$ cat config.mk
export PLATFORM = sky130hd
export DESIGN_NAME = door_lock_ctrl_flat
export DESIGN_NICKNAME = d
export VERILOG_FILES = /design/src/rtl/door_lock_if.sv /design/src/rtl/door_lock_ctrl.sv /design/src/flat_wrapper.sv
export SDC_FILE = /design/constraint.sdc
export NUM_CORES = 1
export LEC_CHECK = 0
export CAP_MARGIN = 40
export CORE_ASPECT_RATIO = 1.75
export CORE_MARGIN = 3
export CORE_UTILIZATION = 35
export CTS_BUF_LIST = sky130_fd_sc_hd__clkbuf_16
export DETAILED_ROUTE_END_ITERATION = 8
export PLACE_DENSITY = 0.64
export SYNTH_ARGS = -nofsm -noshare
export SYNTH_HDL_FRONTEND = slang
export SYNTH_SLANG_ARGS = --single-unit
$ cat constraint.sdc
create_clock -name clk -period 7.35 [get_ports clk]
set_input_delay 0.735 -clock clk [delete_from_list [all_inputs] [get_ports clk]]
set_output_delay 0.735 -clock clk [all_outputs]
set_load 0.005 [all_outputs]
$ cat src/rtl/door_lock_if.sv
// Keypad/scene-controller bundle for the door lock controller.
// master: keypad + scene controller side; slave: door_lock_ctrl.
interface door_lock_if;
  logic [3:0] state;
  logic       key_valid;
  logic [3:0] key_digit;
  logic       key_clear;
  logic       isLocked;
  logic       unlock_pulse;
  logic       err_pulse;
  logic [2:0] digit_cnt;
  logic       lockout;

  modport master (
    output state, key_valid, key_digit, key_clear,
    input  isLocked, unlock_pulse, err_pulse, digit_cnt, lockout
  );

  modport slave (
    input  state, key_valid, key_digit, key_clear,
    output isLocked, unlock_pulse, err_pulse, digit_cnt, lockout
  );
endinterface

$ cat src/rtl/door_lock_ctrl.sv
// Per-stage door lock: collects 4 BCD digits, checks them against the
// current stage's code, drives isLocked for the door sprite and pulses
// unlock/err. Repeated wrong codes start a timed lockout.
module door_lock_ctrl #(
  parameter int unsigned STAGE1         = 2,
  parameter int unsigned STAGE2         = 4,
  parameter int unsigned STAGE3         = 6,
  parameter logic [15:0] CODE1          = 16'h1234,
  parameter logic [15:0] CODE2          = 16'h2580,
  parameter logic [15:0] CODE3          = 16'h0907,
  parameter int unsigned MAX_FAIL       = 3,
  parameter int unsigned LOCKOUT_CYCLES = 100_000_000
) (
  input logic         clk,
  input logic         rst,
  door_lock_if.slave  bus
);

  localparam int unsigned TW = $clog2(LOCKOUT_CYCLES + 1);
  localparam int unsigned FW = $clog2(MAX_FAIL + 1);

  localparam logic [TW-1:0] TIMER_LOAD = TW'(LOCKOUT_CYCLES - 1);
  localparam logic [FW-1:0] FAIL_MAX   = FW'(MAX_FAIL);

  localparam logic [3:0] ST1 = 4'(STAGE1);
  localparam logic [3:0] ST2 = 4'(STAGE2);
  localparam logic [3:0] ST3 = 4'(STAGE3);

  localparam logic [2:0] S_IDLE     = 3'd0;
  localparam logic [2:0] S_ENTRY    = 3'd1;
  localparam logic [2:0] S_CHECK    = 3'd2;
  localparam logic [2:0] S_UNLOCKED = 3'd3;
  localparam logic [2:0] S_LOCKOUT  = 3'd4;

  logic [2:0]    fsm;
  logic [3:0]    prev_state;
  logic [15:0]   buffer;
  logic [2:0]    digit_cnt;
  logic [FW-1:0] fail_cnt;
  logic [TW-1:0] timer;
  logic          is_locked;
  logic          unlock_pulse;
  logic          err_pulse;
  logic          lockout;

  logic          stage_chg;
  logic          is_stage;
  logic [15:0]   stage_code;
  logic [FW-1:0] fail_next;

  // Stage decode, code lookup and saturating fail count.
  always_comb begin
    stage_chg  = (bus.state != prev_state);
    is_stage   = (bus.state == ST1) || (bus.state == ST2) || (bus.state == ST3);
    stage_code = '0;
    if (bus.state == ST1)      stage_code = CODE1;
    else if (bus.state == ST2) stage_code = CODE2;
    else if (bus.state == ST3) stage_code = CODE3;
    fail_next = (fail_cnt == FAIL_MAX) ? FAIL_MAX : fail_cnt + 1'b1;
  end

  // Lock FSM; a stage change overrides every other transition.
  always_ff @(posedge clk) begin
    if (rst) begin
      fsm          <= S_IDLE;
      prev_state   <= '0;
      buffer       <= '0;
      digit_cnt    <= '0;
      fail_cnt     <= '0;
      timer        <= '0;
      is_locked    <= 1'b1;
      unlock_pulse <= 1'b0;
      err_pulse    <= 1'b0;
      lockout      <= 1'b0;
    end else begin
      prev_state   <= bus.state;
      unlock_pulse <= 1'b0;
      err_pulse    <= 1'b0;
      if (stage_chg) begin
        fsm       <= is_stage ? S_ENTRY : S_IDLE;
        is_locked <= 1'b1;
        buffer    <= '0;
        digit_cnt <= '0;
        fail_cnt  <= '0;
        timer     <= '0;
        lockout   <= 1'b0;
      end else begin
        case (fsm)
          S_IDLE: begin
            is_locked <= 1'b1;
          end
          S_ENTRY: begin
            if (bus.key_clear) begin
              buffer    <= '0;
              digit_cnt <= '0;
            end else if (bus.key_valid && (bus.key_digit <= 4'd9)) begin
              buffer    <= {buffer[11:0], bus.key_digit};
              digit_cnt <= digit_cnt + 3'd1;
              if (digit_cnt == 3'd3) fsm <= S_CHECK;
            end
          end
          S_CHECK: begin
            if (buffer == stage_code) begin
              fsm          <= S_UNLOCKED;
              is_locked    <= 1'b0;
              unlock_pulse <= 1'b1;
              fail_cnt     <= '0;
            end else begin
              err_pulse <= 1'b1;
              buffer    <= '0;
              digit_cnt <= '0;
              fail_cnt  <= fail_next;
              if (fail_next == FAIL_MAX) begin
                fsm     <= S_LOCKOUT;
                lockout <= 1'b1;
                timer   <= TIMER_LOAD;
              end else begin
                fsm <= S_ENTRY;
              end
            end
          end
          S_UNLOCKED: begin
            is_locked <= 1'b0;
          end
          S_LOCKOUT: begin
            if (timer == '0) begin
              fsm      <= S_ENTRY;
              lockout  <= 1'b0;
              fail_cnt <= '0;
            end else begin
              timer <= timer - 1'b1;
            end
          end
          default: begin
            fsm       <= S_IDLE;
            is_locked <= 1'b1;
          end
        endcase
      end
    end
  end

  assign bus.isLocked     = is_locked;
  assign bus.unlock_pulse = unlock_pulse;
  assign bus.err_pulse    = err_pulse;
  assign bus.digit_cnt    = digit_cnt;
  assign bus.lockout      = lockout;

endmodule
$ cat src/flat_wrapper.sv
// flat-port wrapper written by rule: the top's interface ports become plain ports
module door_lock_ctrl_flat 
#(
  parameter int unsigned STAGE1         = 2,
  parameter int unsigned STAGE2         = 4,
  parameter int unsigned STAGE3         = 6,
  parameter logic [15:0] CODE1          = 16'h1234,
  parameter logic [15:0] CODE2          = 16'h2580,
  parameter logic [15:0] CODE3          = 16'h0907,
  parameter int unsigned MAX_FAIL       = 3,
  parameter int unsigned LOCKOUT_CYCLES = 100_000_000
)
  (clk, rst, bus_state, bus_key_valid, bus_key_digit, bus_key_clear, bus_isLocked, bus_unlock_pulse, bus_err_pulse, bus_digit_cnt, bus_lockout);
  door_lock_if bus_i ();
  input logic clk;
  input logic rst;
  input wire logic [$bits(bus_i.state)-1:0] bus_state;
  input wire logic [$bits(bus_i.key_valid)-1:0] bus_key_valid;
  input wire logic [$bits(bus_i.key_digit)-1:0] bus_key_digit;
  input wire logic [$bits(bus_i.key_clear)-1:0] bus_key_clear;
  output wire logic [$bits(bus_i.isLocked)-1:0] bus_isLocked;
  output wire logic [$bits(bus_i.unlock_pulse)-1:0] bus_unlock_pulse;
  output wire logic [$bits(bus_i.err_pulse)-1:0] bus_err_pulse;
  output wire logic [$bits(bus_i.digit_cnt)-1:0] bus_digit_cnt;
  output wire logic [$bits(bus_i.lockout)-1:0] bus_lockout;
  assign bus_i.state = bus_state;
  assign bus_i.key_valid = bus_key_valid;
  assign bus_i.key_digit = bus_key_digit;
  assign bus_i.key_clear = bus_key_clear;
  assign bus_isLocked = bus_i.isLocked;
  assign bus_unlock_pulse = bus_i.unlock_pulse;
  assign bus_err_pulse = bus_i.err_pulse;
  assign bus_digit_cnt = bus_i.digit_cnt;
  assign bus_lockout = bus_i.lockout;
  door_lock_ctrl #(.STAGE1(STAGE1), .STAGE2(STAGE2), .STAGE3(STAGE3), .CODE1(CODE1), .CODE2(CODE2), .CODE3(CODE3), .MAX_FAIL(MAX_FAIL), .LOCKOUT_CYCLES(LOCKOUT_CYCLES)) u_core (.clk(clk), .rst(rst), .bus(bus_i));
endmodule
# [After elaboration in Yosys (flattened, before gate mapping)]
# Cells that the tools add are included.
[word_totals] wordCells=92 mem_count=0 out_inout_bits=7 latch_bits=0 mem_bits_rw=0 input_bits=12 rom_bits=0 ff_bits=59
[op_classes] mul=0 n_bitwise=2 n_addsub=3 n_div=0 shift=0 reduce_logical=17 order_cmp=1 mux=36 n_eq_ne=23
[ops] operator="$mux W27" count=3
[ops] operator="$mux W16" count=5
[ops] operator="$pmux W27 S2" count=1
[ops] operator="$pmux W16 S2" count=1
[ops] operator="$mux W3" count=10
[ops] operator="$logic_not A27 Y1" count=1
[ops] operator="$sub A27 B1 Y27 const B" count=1
[ops] operator="$eq A16 B16 Y1" count=1
[ops] operator="$mux W12" count=1
[ops] operator="$pmux W3 S4" count=1
[ops] operator="$eq A3 B2 Y1 const B" count=3
[ops] operator="$ne A3 B1 Y1 const B" count=3
[ops] operator="$eq A4 B3 Y1 const B" count=2
[ops] operator="$ne A2 B1 Y1 const B" count=4
[ops] operator="$reduce_and A4 Y1" count=2
[ops] operator="$mux W1" count=7
[ops] operator="$mux W2" count=3
[ops] operator="$ne A3 B2 Y1 const B" count=2
[ops] operator="$pmux W3 S2" count=1
[ops] operator="$reduce_or A2 Y1" count=3
[ops] operator="$reduce_and A5 Y1" count=1
[ops] operator="$eq A2 B2 Y1 const B" count=2
[ops] operator="$eq A4 B2 Y1 const B" count=1
[ops] operator="$le A4 B4 Y1 const B" count=1
[ops] operator="other kinds (17)" count=22

# [Longest topological paths before layout]
# Gate-level depths: netlist of the first run.
[depth] ltp_word=8 mapped_depth=10

# [Worst setup path after synthesis of the first run]
# No wires, ideal clock.
[synth_path] path_kind="input-to-reg" startpoint="in bus_state[2]" endpoint="reg u_core.timer[12]" setup_slack_ns=4.576 path_buffers=1 required_ns=7.280 cell_stages=8 t_arrival_ns=2.704 path_cell_list="buf_2 or3b_1 mux2i_1 a21o_1 a21oi_2 o2111ai_2 or4_1 a21oi_1"
[synth_between] elab_chain_len=7 elab_cells_between_ends=11 cone_classes="6 x eq/ne; 3 x mux; 2 x reduce/logical"
[synth_rtl] item="start, declared" line="flat_wrapper.sv:17" rtl="input wire logic [$bits(bus_i.state)-1:0] bus_state;"
[synth_rtl] item="$eq A4 B3 Y1" line="door_lock_ctrl.sv:58" rtl="else if (bus.state == ST3) stage_code = CODE3;"
[synth_rtl] item="$mux W12" line="door_lock_ctrl.sv:58"
[synth_rtl] item="$mux W16" line="door_lock_ctrl.sv:57" rtl="else if (bus.state == ST2) stage_code = CODE2;"
[synth_rtl] item="$mux W16" line="door_lock_ctrl.sv:56" rtl="if (bus.state == ST1) stage_code = CODE1;"
[synth_rtl] item="$eq A16 B16 Y1" line="door_lock_ctrl.sv:103" rtl="if (buffer == stage_code) begin"
[synth_rtl] item="$ne A2 B2 Y1 (no line)"
[synth_rtl] item="$reduce_and A4 Y1 (no line)"
[synth_rtl] item="end signal, assigned" line="door_lock_ctrl.sv:131" rtl="timer <= timer - 1'b1;"
[synth_rtl] item="end, declared" line="door_lock_ctrl.sv:40" rtl="logic [TW-1:0] timer;"
# Parallel ways exist; a longest one is shown, timed or not.
# A chain may end at the register's enable or synchronous reset.

# [Worst setup path after layout of the first run]
[layout_path] startpoint="in bus_state[1]" endpoint="reg u_core.timer[12]"
# Same word-level chain as after synthesis.

==> results_dict.tcl, run 1 <==
set metrics [dict create \
    io_pins 19 \
    crit_chain "clkdlybuf4s50_1, nor4b_1, mux2i_1, a31oi_1, a21oi_2, buf_6, o2111ai_2, or4_1, a21oi_1" \
    grt.busiest_layer "met2" \
    worst_ep_arrival_time_ps 3680 \
    cpPeakStageDelay_ps 640 \
    use_met2 0.298 \
    drive_gt1_frac 0.110 \
    wl_per_cell_um 14.8 \
    whs_path_depth 2 \
    path_clk_slew_ps 50 \
    p_leak_nw 1.29 \
    hpwl_um 5050 \
    grt_pass1_vias 2566 \
    synth_area_leaders "dfxtp_1 (39%), mux2i_1 (6.9%), nand2_1 (6.7%)" \
    syn_nets 363 \
    ctsRootBufferMaster "clkbuf_16" \
    post_cts_resized 0 \
    critPathBufInv 2 \
    critPathKind "in2reg" \
    ant_nets 0 \
    finalCritPeriodShare 0.464 \
    postCtsSetupBuffers 0 \
    rsz0062_at_grt "false" \
    gp_congestion 0.818 \
    fill_cells 840 \
    synth_top_cell_area_share 0.390 \
    worstHoldPathType "reg2reg" \
    skew_ps 7.68 \
    seq_area_frac_synth 0.390 \
    hp-start "u_core.buffer[15]$_SDFFE_PP0P_" \
    post_drt_via_cell_ratio 5.33 \
    die_area_um2 9850 \
    grt_overflow 0 \
    status "completed" \
    synth.largest_area_cell "dfxtp_1" \
    path_delay_family "compound AO/OA/AOI/OAI gates" \
    grt_util_met1 0.151 \
    grtUsageTotal 0.156 \
    powerDensity_nw_per_um2 220 \
    syn_area_um2 3030 \
    drtIter0Drc 117 \
    layout.nets 376 \
    min_period_ps 3410 \
    finalPower_w 0.000791 \
    max-cap-violations 0 \
    seq_area_um2 1180 \
    clockBufferDepth 2 \
    area_delta_synth_final_pct 18.7 \
    numPortBuffers 18 \
    htreeDepth 3 \
    remaining_drc_errors 0 \
    diodes 0 \
    synthArstFlopShare 0 \
    finalSetupViolCount 0 \
    postLayoutCoreUtil 0.430 \
    preCtsSetupSlack_ps 3600 \
    cts_tree "done" \
    grt_max_degree 39 \
    vias 2558 \
    numCtsBuffers 9 \
    clock-sinks 59 \
    r2r_start "u_core.timer[2]$_SDFFE_PP0P_" \
    reg2reg_setup_slack_ps 4390 \
    syn_avg_cell_area_um2 8.73 \
    num_rows 44 \
    fmax_ghz 0.293 \
    reg2reg_depth 7 \
    synth_seq_cells 59 \
    holdBufCountCts 0 \
    finalHoldViolations 0 \
    fin_setup_tns_ps 0 \
    clock_latency_ps 340 \
    post_dp_cell_area_um2 3290 \
    fp.dieW_um 76.3 \
    r2r_end "u_core.timer[3]$_SDFFE_PP0P_" \
    yosys_most_used_dff "dfxtp_1" \
    crit_fanout 10 \
    max_slew_margin 0.418 \
    crit_required_ps 7620 \
    start_kind "primary input" \
    cp-end-kind "flip-flop" \
    layout_common_cells "dfxtp_1 (59), nand2_1 (54), nor2_1 (23)" \
    multi_input_area_um2 1720 \
    antenna_found_initial 0 \
    final_cell_area_um2 3600 \
    ir_drop_v 0.000122 \
    start_util 0.362 \
    die_y_um 129 \
    layout_setup_ws_ps 3940 \
    grt_pass1_wl_um 12100 \
    hold_path_end "u_core.buffer[15]$_SDFFE_PP0P_" \
    first_pass_iters 4 \
    final_common_cell "dfxtp_1" \
    yosys_warnings 0 \
    critPathSlowestCell "clkdlybuf4s50_1" \
    worst_pin_slew_ps 872 \
    slew_violations 0 \
    synthesis.instances 347 \
    ys_types 54 \
    totalWireLength_um 7110 \
    core-area_um2 8370 \
    grt_util_met3 0.0445 \
    synth_edf_count 0 \
]
## registers in the layout, indices dropped and copies added (netlist names)
signal and flops:
u_core.bus.unlock_pulse 1, u_core.bus.digit_cnt 3, u_core.bus.isLocked 1, u_core.timer 27
u_core.fsm 3, u_core.fail_cnt 2, u_core.prev_state 4, u_core.buffer 16
u_core.bus.lockout 1, u_core.bus.err_pulse 1
## metrics by stage
step           cells  hold slack [ps]
2_1_floorplan    347              429
3_3_place_gp     462              441
3_5_place_dp     464              445
4_1_cts          480              455
5_1_grt          480              484
6_report         480              454
## power breakdown
group / internal [W] / leakage [nW] / switching [W]
Combinational: 0.0000132 / 0.661 / 0.0000155
Clock: 0.000292 / 0.154 / 0.000148
Sequential: 0.000322 / 0.476 / 0.00000108
Total: 0.000627 / 1.29 / 0.000164
## tightest hold or removal path: stages, from the launching register on
cell     delay (ps)
dfxtp_1         300
nand2_1          50
mux2i_1          50
## worst max path at each step
stage | from | to | slack (ps) | depth (start not counted)
final | bus_state[1] | u_core.timer[12]$_SDFFE_PP0P_ | 3940 | 9
after global placement | bus_state[2] | u_core.timer[12]$_SDFFE_PP0P_ | 3500 | 8
after CTS | bus_state[1] | u_core.timer[12]$_SDFFE_PP0P_ | 3920 | 9
after detailed placement | bus_state[1] | u_core.timer[12]$_SDFFE_PP0P_ | 3600 | 9
after floorplan | bus_state[2] | u_core.timer[12]$_SDFFE_PP0P_ | 4580 | 8
after global routing | bus_state[1] | u_core.timer[12]$_SDFFE_PP0P_ | 3700 | 9
## logic make-up after synthesis
kind of cell               count (synthesis)  synth area share
buffers and inverters                     28            0.0446
AOI/OAI and AO/OA                         61             0.153
muxes                                     21            0.0694
xor gates and xnor gates                  17            0.0492
DFF                                       59             0.390
adders and majority gates                  4            0.0165
and+or+nand+nor                          157             0.278
## per-layer routing
| layer | routed length, µm | vias to the layer above |
|---|---|---|
| met3 | 236 | 16 |
| li1 | - | 1274 |
| met2 | 3910 | 39 |
| met1 | 2760 | 1229 |
| met4 | 205 | 0 |
| met5 | 0 | - |
## cells in the mapped netlist (7+ instances only)
library cell and instances:
a21oi_1 9, clkbuf_1 9, dfxtp_1 59, inv_1 7, mux2i_1 21, nand2_1 54, nand2b_1 8, nand3_1 12
nand4_1 9, nor2_1 24, o211ai_1 8, o211ai_2 8, o21ai_0 7, o21ai_1 8, xor2_1 11
## area by class of cell
class,count,share of cell area
clock inverter,7,0.0230
tap,115,0.0400
multi-input combinational,260,0.478
sequential,59,0.328
clock buffer,9,0.0626
inverter,8,0.00835
timing repair buffer,22,0.0595
Power figures use the tool's default switching activity.
==> run 2, diff against run 1 <==
--- a/config.mk
+++ b/config.mk
@@ -11,7 +11,7 @@
 export CORE_UTILIZATION = 35
 export CTS_BUF_LIST = sky130_fd_sc_hd__clkbuf_16
 export DETAILED_ROUTE_END_ITERATION = 8
-export PLACE_DENSITY = 0.64
+export PLACE_DENSITY = 0.66
 export SYNTH_ARGS = -nofsm -noshare
 export SYNTH_HDL_FRONTEND = slang
 export SYNTH_SLANG_ARGS = --single-unit
==> constraint.sdc (replaced) <==
create_clock -name clk -period 3 [get_ports clk]
set_input_delay 0.3 -clock clk [delete_from_list [all_inputs] [get_ports clk]]
set_output_delay 0.3 -clock clk [all_outputs]
set_load 0.005 [all_outputs]
==> run 2 against run 1 <==
  * Clock skew barely moved
  * Clock-buffer cell count unchanged
  * Cell count is 2.7% higher
  * Register-to-register slack lost 4200 ps
  * Clock power up 120%
  * Via count rose by 1.3%
  * Largest cell class unchanged
  * Setup slack lost 3700 ps
  * Wire length is 1.5% higher
==> results_dict.tcl, run 2 (synthesis gave the netlist of run 1 again) <==
set metrics [dict create \
    ctsRootBufferMaster "clkbuf_16" \
    grt_pass1_wl_um 12200 \
    gp_congestion 0.842 \
    cpPeakStageDelay_ps 570 \
    critPathSlowestCell "or4_1" \
    worstHoldPathType "reg2reg" \
    postCtsSetupBuffers 0 \
    reg2reg_setup_slack_ps 230 \
    crit_chain "nor4_2, nand4_1, or4_1, and3_1, o21ai_2, buf_4, nor3_1, o21ba_1" \
    ant_nets 0 \
    layout.nets 391 \
    clock-sinks 59 \
    antenna_found_initial 0 \
    totalWireLength_um 7220 \
    drtIter0Drc 126 \
    critPathBufInv 1 \
    worst_pin_slew_ps 796 \
    path_delay_family "simple AND/OR/NAND/NOR gates" \
    finalHoldViolations 0 \
    swShare 0.205 \
    drive_gt1_frac 0.140 \
    core-area_um2 8370 \
    reg2reg_depth 8 \
    hpwl_um 5140 \
    fin_setup_tns_ps 0 \
    finalPower_w 0.00182 \
    critPathKind "reg2reg" \
    largest_register "u_core.timer" \
    wl_per_cell_um 14.6 \
    r2r_end "u_core.timer[11]$_SDFFE_PP0P_" \
    cp-end-kind "flip-flop" \
    vias 2592 \
    start_kind "flip-flop" \
    p_seq_frac 0.435 \
    fp.dieW_um 76.3 \
    first_pass_iters 4 \
    seq_area_um2 1180 \
    max_slew_margin 0.469 \
    ir_drop_v 0.000311 \
    final_common_cell "dfxtp_1" \
    post_cts_resized 0 \
    numPortBuffers 18 \
    layout_common_cells "dfxtp_1 (59), nand2_1 (54), nor2_1 (23)" \
    pwr-share-clk 0.523 \
    die_area_um2 9850 \
    power.internal_w 0.00145 \
    slew_violations 0 \
    grt_pass1_vias 2664 \
    status "completed" \
    htreeDepth 3 \
    grt_max_degree 39 \
    final_cell_area_um2 3710 \
    startpoint "u_core.timer[10]$_SDFFE_PP0P_" \
    combPwrFrac 0.043 \
    finalCritPeriodShare 0.923 \
    worst_ep_arrival_time_ps 2980 \
    top_regs "u_core.timer (27), u_core.buffer (16), u_core.prev_state (4)" \
    fill_cells 839 \
    path_clk_slew_ps 50 \
    cts_tree "done" \
    crit_required_ps 3210 \
    p_leak_nw 1.35 \
    post_dp_cell_area_um2 3430 \
    min_period_ps 2770 \
    crit_cells 8 \
    fmax_ghz 0.361 \
    clock_latency_ps 320 \
    rsz0062_at_grt "false" \
    finalSetupViolCount 0 \
    holdBufCountCts 0 \
    remaining_drc_errors 0 \
    area_delta_synth_final_pct 22.4 \
    p_sw_w 0.000373 \
    io_pins 19 \
    start_util 0.362 \
    skew_ps 7.99 \
    grt_overflow 0 \
    crit_path_end "u_core.timer[11]$_SDFFE_PP0P_" \
    largest_reg_flops 27 \
    powerDensity_nw_per_um2 491 \
    numCtsBuffers 9 \
    clockBufferDepth 2 \
    max-cap-violations 0 \
    crit_fanout 16 \
    grtUsageTotal 0.155 \
    r2r_start "u_core.timer[10]$_SDFFE_PP0P_" \
    die_y_um 129 \
    post_drt_via_cell_ratio 5.26 \
    diodes 0 \
    num_rows 44 \
    multi_input_area_um2 1720 \
]
## run 2: cell types whose count changed in the layout (fill, tap and decap cells not counted), sizes merged
cell	before	now
buf	4	19
clkinv	5	3
bufinv	2	1
inv	8	9
## run 2: worst min-delay path: stages (launching register included)
cell and delay, ps:
dfxtp_1 300, nand2_1 50, mux2i_1 50
## run 2: how the worst min path moves through the flow
stage,from,end,slack [ps],cells past startpoint
final,u_core.buffer[14]$_SDFFE_PP0P_,u_core.buffer[14]$_SDFFE_PP0P_,450,2
after global routing,u_core.buffer[15]$_SDFFE_PP0P_,u_core.buffer[15]$_SDFFE_PP0P_,470,2
after CTS,u_core.buffer[14]$_SDFFE_PP0P_,u_core.buffer[14]$_SDFFE_PP0P_,460,2
after detailed placement,u_core.buffer[14]$_SDFFE_PP0P_,u_core.buffer[14]$_SDFFE_PP0P_,450,2
after global placement,u_core.buffer[14]$_SDFFE_PP0P_,u_core.buffer[14]$_SDFFE_PP0P_,440,2
after floorplan,rst,u_core.fsm[0]$_SDFFE_PP0P_,360,1
## run 2: final cells by class
class,instances,area share
clock buffer,9,0.0607
tap,115,0.0388
inverter,8,0.00810
sequential,59,0.319
multi-input combinational,260,0.464
timing repair buffer,37,0.0972
clock inverter,5,0.0128
## run 2: power groups by stage
stage / clock [W] / combinational (W) / sequential [W]
floorplan: 0 / 0.0000434 / 0.000806
global placement: 0 / 0.0000775 / 0.000807
detailed placement: 0 / 0.0000778 / 0.000807
CTS: 0.000977 / 0.0000782 / 0.000791
global route: 0.00101 / 0.0000838 / 0.000791
finish: 0.000952 / 0.0000776 / 0.000791
## run 2: per-stage QoR
stage | hold slack (ps) | setup WS [ps] | instances | utilization
floorplan | 365 | 648 | 347 | -
global placement | 441 | 277 | 479 | 0.410
detailed placement | 453 | 217 | 479 | 0.410
CTS | 462 | 226 | 493 | 0.443
global route | 472 | 93.3 | 493 | 0.443
finish | 454 | 230 | 493 | 0.443
## run 2: routing by layer
layer | vias to the layer above | track usage | routed length (µm)
met1 | 1220 | 0.153 | 2850
li1 | 1304 | - | -
met4 | 0 | 0.101 | 321
met2 | 47 | 0.285 | 3850
met5 | - | 0 | 0
met3 | 21 | 0.0389 | 194
